===== config.mk =====
export PLATFORM = sky130hd
export DESIGN_NAME = vend_controller
export DESIGN_NICKNAME = d
export VERILOG_FILES = /design/src/rtl/vend_controller.sv
export SDC_FILE = /design/constraint.sdc
export NUM_CORES = 1
export LEC_CHECK = 0
export ABC_AREA = 1
export CAP_MARGIN = 25
export CORE_MARGIN = 4
export CORE_UTILIZATION = 30
export DETAILED_ROUTE_END_ITERATION = 12
export PLACE_DENSITY = 0.5
export SLEW_MARGIN = 20
export SYNTH_ARGS = -nofsm -noshare
export SYNTH_HDL_FRONTEND = slang
export SYNTH_SLANG_ARGS = --single-unit

===== constraint.sdc =====
create_clock -name clock -period 6.5 [get_ports clock]
set_input_delay 1.95 -clock clock [delete_from_list [all_inputs] [get_ports clock]]
set_output_delay 1.95 -clock clock [all_outputs]
set_load 0.05 [all_outputs]

===== src/rtl/vend_controller.sv =====
// vend_controller
//   Transaction engine behind the keypad front end. Each rising edge of the
//   confirm button (go) latches one operation (insert money, buy, restock,
//   refund/withdraw). The operation is evaluated in a single EXEC cycle.
//   Its result is either a done/err pulse or a handshaked dispense/payout
//   request. The block owns per-item stock, customer credit and the cash bank.
//
// Ports
//   clock           in   system clock, rising edge
//   reset_n         in   synchronous active-low reset
//   go              in   confirm button level (debounced)
//   usermode[1:0]   in   0=INSERT 1=BUY 2=RESTOCK 3=WITHDRAW
//   stuffmode[2:0]  in   item index
//   sizein[3:0]     in   buy quantity
//   addsize[3:0]    in   restock quantity
//   cmoney[3:0]     in   coin value
//   withdrawmoney   in   bank withdrawal amount, 0 = refund customer credit
//   dispense_ready  in   actuator accepts dispense request
//   pay_ready       in   cash unit accepts payout request
//   credit[7:0]     out  customer credit
//   bank[11:0]      out  cash held by the machine
//   dispense_valid/item/qty   out  dispense request and payload
//   pay_valid/pay_amt         out  payout request and payload
//   done, err       out  one-cycle completion / rejection pulses
//   err_code[2:0]   out  last rejection reason (held)
//   busy            out  engine not idle
module vend_controller #(
  parameter int          ITEMS      = 6,
  parameter logic [31:0] PRICES     = 32'h87654321,
  parameter int          INIT_STOCK = 5
) (
  input  logic        clock,
  input  logic        reset_n,
  input  logic        go,
  input  logic [1:0]  usermode,
  input  logic [2:0]  stuffmode,
  input  logic [3:0]  sizein,
  input  logic [3:0]  addsize,
  input  logic [3:0]  cmoney,
  input  logic [3:0]  withdrawmoney,
  input  logic        dispense_ready,
  input  logic        pay_ready,
  output logic [7:0]  credit,
  output logic [11:0] bank,
  output logic        dispense_valid,
  output logic [2:0]  dispense_item,
  output logic [3:0]  dispense_qty,
  output logic        pay_valid,
  output logic [7:0]  pay_amt,
  output logic        done,
  output logic        err,
  output logic [2:0]  err_code,
  output logic        busy
);

  localparam logic [2:0] E_BAD_ITEM   = 3'd1;
  localparam logic [2:0] E_BAD_QTY    = 3'd2;
  localparam logic [2:0] E_NO_STOCK   = 3'd3;
  localparam logic [2:0] E_NO_CREDIT  = 3'd4;
  localparam logic [2:0] E_CREDIT_OVF = 3'd5;
  localparam logic [2:0] E_NO_FUNDS   = 3'd6;

  localparam logic [3:0] ITEMS_L = 4'(ITEMS);
  localparam logic [3:0] STOCK_L = 4'(INIT_STOCK);

  typedef enum logic [1:0] {IDLE, EXEC, DISPENSE, PAYOUT} state_t;

  state_t      state, state_n;
  logic        go_q;
  logic        trigger;
  logic        latch_en;

  logic [1:0]  op_mode;
  logic [2:0]  op_item;
  logic [3:0]  op_size, op_add, op_coin, op_wd;

  logic [3:0]  stock [ITEMS];
  logic        stock_we;
  logic [3:0]  stock_wd;
  logic [3:0]  stock_cur;

  logic        item_ok;
  logic [3:0]  price;
  logic [7:0]  cost;
  logic [8:0]  ins_sum;

  logic [7:0]  credit_n;
  logic [11:0] bank_n;
  logic        dv_n, pv_n, done_n, err_n;
  logic [2:0]  di_n, code_n;
  logic [3:0]  dq_n;
  logic [7:0]  pa_n;

  function automatic logic [11:0] sat_bank_add(input logic [11:0] b, input logic [7:0] c);
    logic [12:0] s;
    s = {1'b0, b} + {5'd0, c};
    return s[12] ? 12'hFFF : s[11:0];
  endfunction

  function automatic logic [3:0] sat_stock_add(input logic [3:0] s, input logic [3:0] a);
    logic [4:0] t;
    t = {1'b0, s} + {1'b0, a};
    return t[4] ? 4'hF : t[3:0];
  endfunction

  assign trigger   = go & ~go_q;
  assign busy      = (state != IDLE);
  assign item_ok   = ({1'b0, op_item} < ITEMS_L);
  assign stock_cur = item_ok ? stock[op_item] : 4'd0;
  assign price     = PRICES[{op_item, 2'b00} +: 4];
  // Largest case is 15*15 = 225, so 8 bits never overflow.
  assign cost      = {4'd0, price} * {4'd0, op_size};
  assign ins_sum   = {1'b0, credit} + {5'd0, op_coin};

  always_comb begin
    state_n  = state;
    latch_en = 1'b0;
    credit_n = credit;
    bank_n   = bank;
    stock_we = 1'b0;
    stock_wd = stock_cur;
    dv_n     = dispense_valid;
    di_n     = dispense_item;
    dq_n     = dispense_qty;
    pv_n     = pay_valid;
    pa_n     = pay_amt;
    done_n   = 1'b0;
    err_n    = 1'b0;
    code_n   = err_code;
    case (state)
      IDLE: begin
        if (trigger) begin
          latch_en = 1'b1;
          state_n  = EXEC;
        end
      end
      EXEC: begin
        state_n = IDLE;
        case (op_mode)
          2'd0: begin
            if (ins_sum[8]) begin
              err_n = 1'b1; code_n = E_CREDIT_OVF;
            end else begin
              credit_n = ins_sum[7:0];
              done_n   = 1'b1;
            end
          end
          2'd1: begin
            if (!item_ok) begin
              err_n = 1'b1; code_n = E_BAD_ITEM;
            end else if (op_size == 4'd0) begin
              err_n = 1'b1; code_n = E_BAD_QTY;
            end else if (stock_cur < op_size) begin
              err_n = 1'b1; code_n = E_NO_STOCK;
            end else if (cost > credit) begin
              err_n = 1'b1; code_n = E_NO_CREDIT;
            end else begin
              // Accounting is committed now; the handshake only moves goods.
              stock_we = 1'b1;
              stock_wd = stock_cur - op_size;
              credit_n = credit - cost;
              bank_n   = sat_bank_add(bank, cost);
              dv_n     = 1'b1;
              di_n     = op_item;
              dq_n     = op_size;
              state_n  = DISPENSE;
            end
          end
          2'd2: begin
            if (!item_ok) begin
              err_n = 1'b1; code_n = E_BAD_ITEM;
            end else begin
              stock_we = 1'b1;
              stock_wd = sat_stock_add(stock_cur, op_add);
              done_n   = 1'b1;
            end
          end
          default: begin
            if (op_wd == 4'd0) begin
              // Refund of customer credit; nothing to pay when credit is empty.
              if (credit == 8'd0) begin
                done_n = 1'b1;
              end else begin
                pa_n     = credit;
                credit_n = 8'd0;
                pv_n     = 1'b1;
                state_n  = PAYOUT;
              end
            end else if (bank < {8'd0, op_wd}) begin
              err_n = 1'b1; code_n = E_NO_FUNDS;
            end else begin
              bank_n  = bank - {8'd0, op_wd};
              pa_n    = {4'd0, op_wd};
              pv_n    = 1'b1;
              state_n = PAYOUT;
            end
          end
        endcase
      end
      DISPENSE: begin
        if (dispense_ready) begin
          dv_n    = 1'b0;
          done_n  = 1'b1;
          state_n = IDLE;
        end
      end
      PAYOUT: begin
        if (pay_ready) begin
          pv_n    = 1'b0;
          done_n  = 1'b1;
          state_n = IDLE;
        end
      end
      default: state_n = IDLE;
    endcase
  end

  always_ff @(posedge clock) begin
    if (!reset_n) begin
      state          <= IDLE;
      // Held high so a button pressed through reset is not seen as an edge.
      go_q           <= 1'b1;
      op_mode        <= 2'd0;
      op_item        <= 3'd0;
      op_size        <= 4'd0;
      op_add         <= 4'd0;
      op_coin        <= 4'd0;
      op_wd          <= 4'd0;
      credit         <= 8'd0;
      bank           <= 12'd0;
      for (int i = 0; i < ITEMS; i++) stock[i] <= STOCK_L;
      dispense_valid <= 1'b0;
      dispense_item  <= 3'd0;
      dispense_qty   <= 4'd0;
      pay_valid      <= 1'b0;
      pay_amt        <= 8'd0;
      done           <= 1'b0;
      err            <= 1'b0;
      err_code       <= 3'd0;
    end else begin
      state          <= state_n;
      go_q           <= go;
      if (latch_en) begin
        op_mode <= usermode;
        op_item <= stuffmode;
        op_size <= sizein;
        op_add  <= addsize;
        op_coin <= cmoney;
        op_wd   <= withdrawmoney;
      end
      credit         <= credit_n;
      bank           <= bank_n;
      if (stock_we) stock[op_item] <= stock_wd;
      dispense_valid <= dv_n;
      dispense_item  <= di_n;
      dispense_qty   <= dq_n;
      pay_valid      <= pv_n;
      pay_amt        <= pa_n;
      done           <= done_n;
      err            <= err_n;
      err_code       <= code_n;
    end
  end

endmodule


Yosys cells after proc, flatten, opt, wreduce, memory -nomap -nowiden:

Memory sizes are Yosys's and may differ from the RTL's. A register that Yosys moved wholly into a read port is not among the register bits.
Index checks and enable logic that the tools add are counted.

* memories kept: 1
* bits in writable memories: 24
* register bits after elaboration: 66
* output and inout port bits: 43

* shift operators: 1
* reductions and logical operators: 22
* multiply operators: 1
* equal/unequal tests: 30
* magnitude comparators: 4
* bitwise gates (word level): 8
* multiplexer cells: 96
* $add $sub $neg: 6

Memories
* stock: words 6, bits a word 4, rd ports 1, clocked after memory_dff 1, wr ports 6, RTL line 77 `logic [3:0] stock [ITEMS];`

Operators by type and width (number)
* $mux 12: 7
* $mux 8: 10
* $mux 1: 37
* $mux 4: 9
* $ne 2x2->1 const B: 18
* $mux 3: 11
* $shiftx 32x6->4 const A: 1
* $pmux 12 s2: 1
* $pmux 8 s3: 1
* $mux 2: 10
* $add 12x8->13: 1
* $lt 12x4->1: 1
* $reduce_and 6->1: 2
* $sub 12x4->12: 1
* $add 8x4->9: 1
* $pmux 1 s3: 3
* $pmux 3 s3: 1
* $reduce_and 9->1: 1
* $gt 8x8->1: 1
* $logic_not 4->1: 2
* $logic_not 8->1: 1
* $mul 4x4->8: 1
* $pmux 2 s4: 1
* $pmux 4 s2: 1
* 29 further kinds: 45

Longest topological paths before layout:

* depth after elaboration: 14
* mapped depth: 29
* gate-level depth less buffers: 29

Worst setup path after synthesis:

Ideal clock, no wire load.

* kind: flip-flop to flip-flop
* start: register op_item[1]
* end: memory stock[3][0] (enable)
* slack: 1.816 ns
* period minus slack after synthesis: 4.684 ns
* buffers on the path: 0
* cell stages (with the launch flop): 26
* data arrival time: 4.376 ns
* cell sequence: dfxtp_1 > ha_1 > o21ai_0 > or2_2 > fa_1 > inv_1 > fa_1 > ha_1 > nand2_1 > nor2_1 > a211oi_1 > nor2_1 > nor2_1 > o21bai_1 > xnor2_1 > ha_1 > nand2_2 > nor2_1 > nand2_1 > nand2_2 > nand3_2 > nand2_4 > nand3_4 > nor2_4 > nand2_2 > nand2_1

RTL lines
* start, declared: RTL line 74 `logic [2:0] op_item;`
* start signal, assigned: RTL line 245 `op_item <= stuffmode;`
* end, declared: RTL line 77

==> impl_metrics.ini <==
[worst_setup_path]
crit_end = stock[1][2]
r2r_setup_slack_ns = 1.31
path_common_cell = nor2_1
slowest_delay_ns = 0.51
end_kind = flip-flop
cp_max_fo = 7
r2r_cells = 25
arrival_ns = 5.25
startpoint = op_item[1]
critPathKind = reg2reg
critical-path-slowest-cell = fa_1
startpoint_type = flip-flop
critPathRequiredTime_ns = 6.56
worst_r2r_endpoint = stock[1][2]
r2r-start = op_item[1]

[yosys]
ys.flop_type = dfxtp_1
ys_warn_count = 0
synth_edf_count = 32
netlist_instances = 985
ys_types = 45
yosysMostFrequentCell = nand2_1
synth_top_area_frac = 0.197
ys_seq_area_frac = 0.333
syn_area_um2 = 7030
synth_top_cells_by_count = 205 x nand2_1, 153 x nor2_1, 109 x inv_1, 74 x o21ai_0, 70 x nand3_1
synthTopCellsByArea = dfxtp_1 20%, edfxtp_1 14%, nand2_1 11%, ha_1 9.3%, nor2_1 8.2%
yosys.area.top_type = dfxtp_1
async_flop_share = 0
synth.avg_cell_area_um2 = 7.14
ys_ff_latch = 101

[placement]
portBuffers = 68
placed_cells = 1350
pre_cts_ws_ns = 1.25
gp_congestion = 0.829
post-dp-hpwl_mm = 15.4
placed_area_um2 = 8000

[cells_and_area]
num_antenna_cells = 0
final_cells = 1366
design_area_um2 = 8270
fin_nets = 1136
drive_above_1_share = 0.0693
final_core_util = 0.362
area_delta_synth_final_pct = 17.6

[die]
die_h_um = 161
fp.dieW_um = 161
ios = 69
core.rowCount = 55
die_area_um2 = 25900
coreArea_um2 = 22800
initial_core_util = 0.308

[route]
postRouteAntennaNets = 0
via_count = 6361
dr.pass1.iters = 6
first_iter_violations = 311
post_drt_wl_per_cell_um = 14.7
vias_per_cell = 4.66
drc = 0
wl_mm = 20.1

[clock_tree]
cts_setup_buffers = 0
cts_buffers = 9
cts_hold_buf = 0
cts_buffer_depth = 2
clkTransAtPathRegs_ns = 0.07
h-tree-depth = 3
cts.sinks = 101
clk_latency_ns = 0.36
postCtsResizedCells = 0
clockRootBuffer = clkbuf_16
cts_tree = built

[run_status]
status = complete, no violations

[power]
p_sw_frac = 0.330
peakVddDrop_mv = 0.112
pwr-share-seq = 0.441
p_comb_frac = 0.228
power.leakage_uw = 0.00363
p_clk_frac = 0.331
p_sw_uw = 517
p_int_uw = 1050
powerDensity_nw_per_um2 = 189

[timing]
finClkSkew_ns = 0.0123
max_slew_margin = 0.501
grt_setup_unrepaired = no
worstMarginPinSlew_ns = 0.744
setup_slack_ns = 1.31
clock.fmax_mhz = 192
fin_crit_ns = 5.20
timing_hold_violations_final = 0
slew_violations = 0
tns_ns = 0
setup_violations = 0
finalCritPeriodShare = 0.799

[global_routing]
gr-total-overflow = 0
grt_pass1_wl_mm = 33.2
antenna_found_initial = 0
first_global_vias = 6250
grt_max_degree = 53
grt_usage = 0.159

[hold_path]
worstHoldPathType = reg2reg

[job]
cap_violations = 0
-- logic make-up after synthesis --
family | after synthesis | share of synthesized area
xor+xnor | 16 | 0.0199
flops | 101 | 0.333
fa+ha+maj | 62 | 0.121
compound gates | 165 | 0.125
other cells | 1 | 0.000533
buf+inv | 152 | 0.0878
simple gates | 488 | 0.313
-- sequential cells by signal, indices dropped and copies added (netlist names), 4 cells and up, named ones only --
name and cells:
bank 12, pay_amt 8, credit 8, op_size 4, stock 32, op_add 4
op_coin 4, dispense_qty 4, op_wd 4
-- power groups by stage --
| stage | logic [µW] | clock network [µW] | registers [µW] |
|---|---|---|---|
| after global routing | 407 | 557 | 693 |
| final | 357 | 519 | 690 |
| after detailed placement | 356 | 0 | 705 |
| after global placement | 357 | 0 | 705 |
| after floorplan | 251 | 0 | 711 |
| after CTS | 359 | 532 | 690 |
-- cell usage in the layout, fill, tap and decap left out, types with 3 or more instances in the layout --
cell             count
nor2_4               6
o21ai_0             74
a21oi_2              3
o211ai_1             5
nand3b_1             3
a31oi_1              3
nand3_1             70
nor3_1               5
dfxtp_1             69
o21ai_1             12
clkdlybuf4s50_1     67
fa_1                10
a21oi_1             56
nor2_1             153
edfxtp_1            32
ha_1                52
xnor2_1              6
nand4_1             13
inv_1              109
nor2_2               9
nand2_4              4
clkbuf_16            9
nand2_1            205
o22ai_1              5
nand2_2              8
xor2_1              10
conb_1               8
inv_2               13
clkinv_1             5
nand3_2              4
-- layout make-up --
class,count,area (µm²)
sequential,101,2340
clock buffer,10,229
inverter,127,482
clock inverter,6,37.5
tap,313,392
multi-input combinational,739,4100
fill,2498,14600
timing repair buffer,70,691
-- routing by layer --
layer / vias to the layer above / part of all wire / global-route usage
met5: - / 0 / 0
met4: 0 / 0.015 / 0.0450
met3: 19 / 0.040 / 0.0237
met2: 112 / 0.43 / 0.245
met1: 2885 / 0.52 / 0.231
li1: 3345 / - / -
-- worst max-delay path, delay by kind of cell, from the launching register on --
kind,cells,cell delay [ns]
AO/OA/AOI/OAI,3,0.55
XOR/XNOR,1,0.14
adder cells (fa/ha/maj),5,1.87
buffers and inverters,1,0.06
flip-flops,1,0.50
AND/OR/NAND/NOR,15,1.77
-- worst min-delay path by stage --
stage	start	endpoint	slack, ns	depth (start not counted)
detailed placement	dispense_valid	dispense_valid	0.45	2
global route	dispense_valid	dispense_valid	0.48	2
CTS	dispense_valid	dispense_valid	0.46	2
floorplan	op_wd[2]	op_wd[2]	0.44	2
global placement	dispense_valid	dispense_valid	0.44	2
finish	dispense_valid	dispense_valid	0.45	2
-- metrics by stage --
step,power (µW),hold WS [ns]
after floorplan,962,0.444
after global placement,1060,0.439
after detailed placement,1060,0.448
after CTS,1580,0.459
after global routing,1660,0.483
final,1570,0.454
No activity file was read; power rests on OpenSTA's default activity.
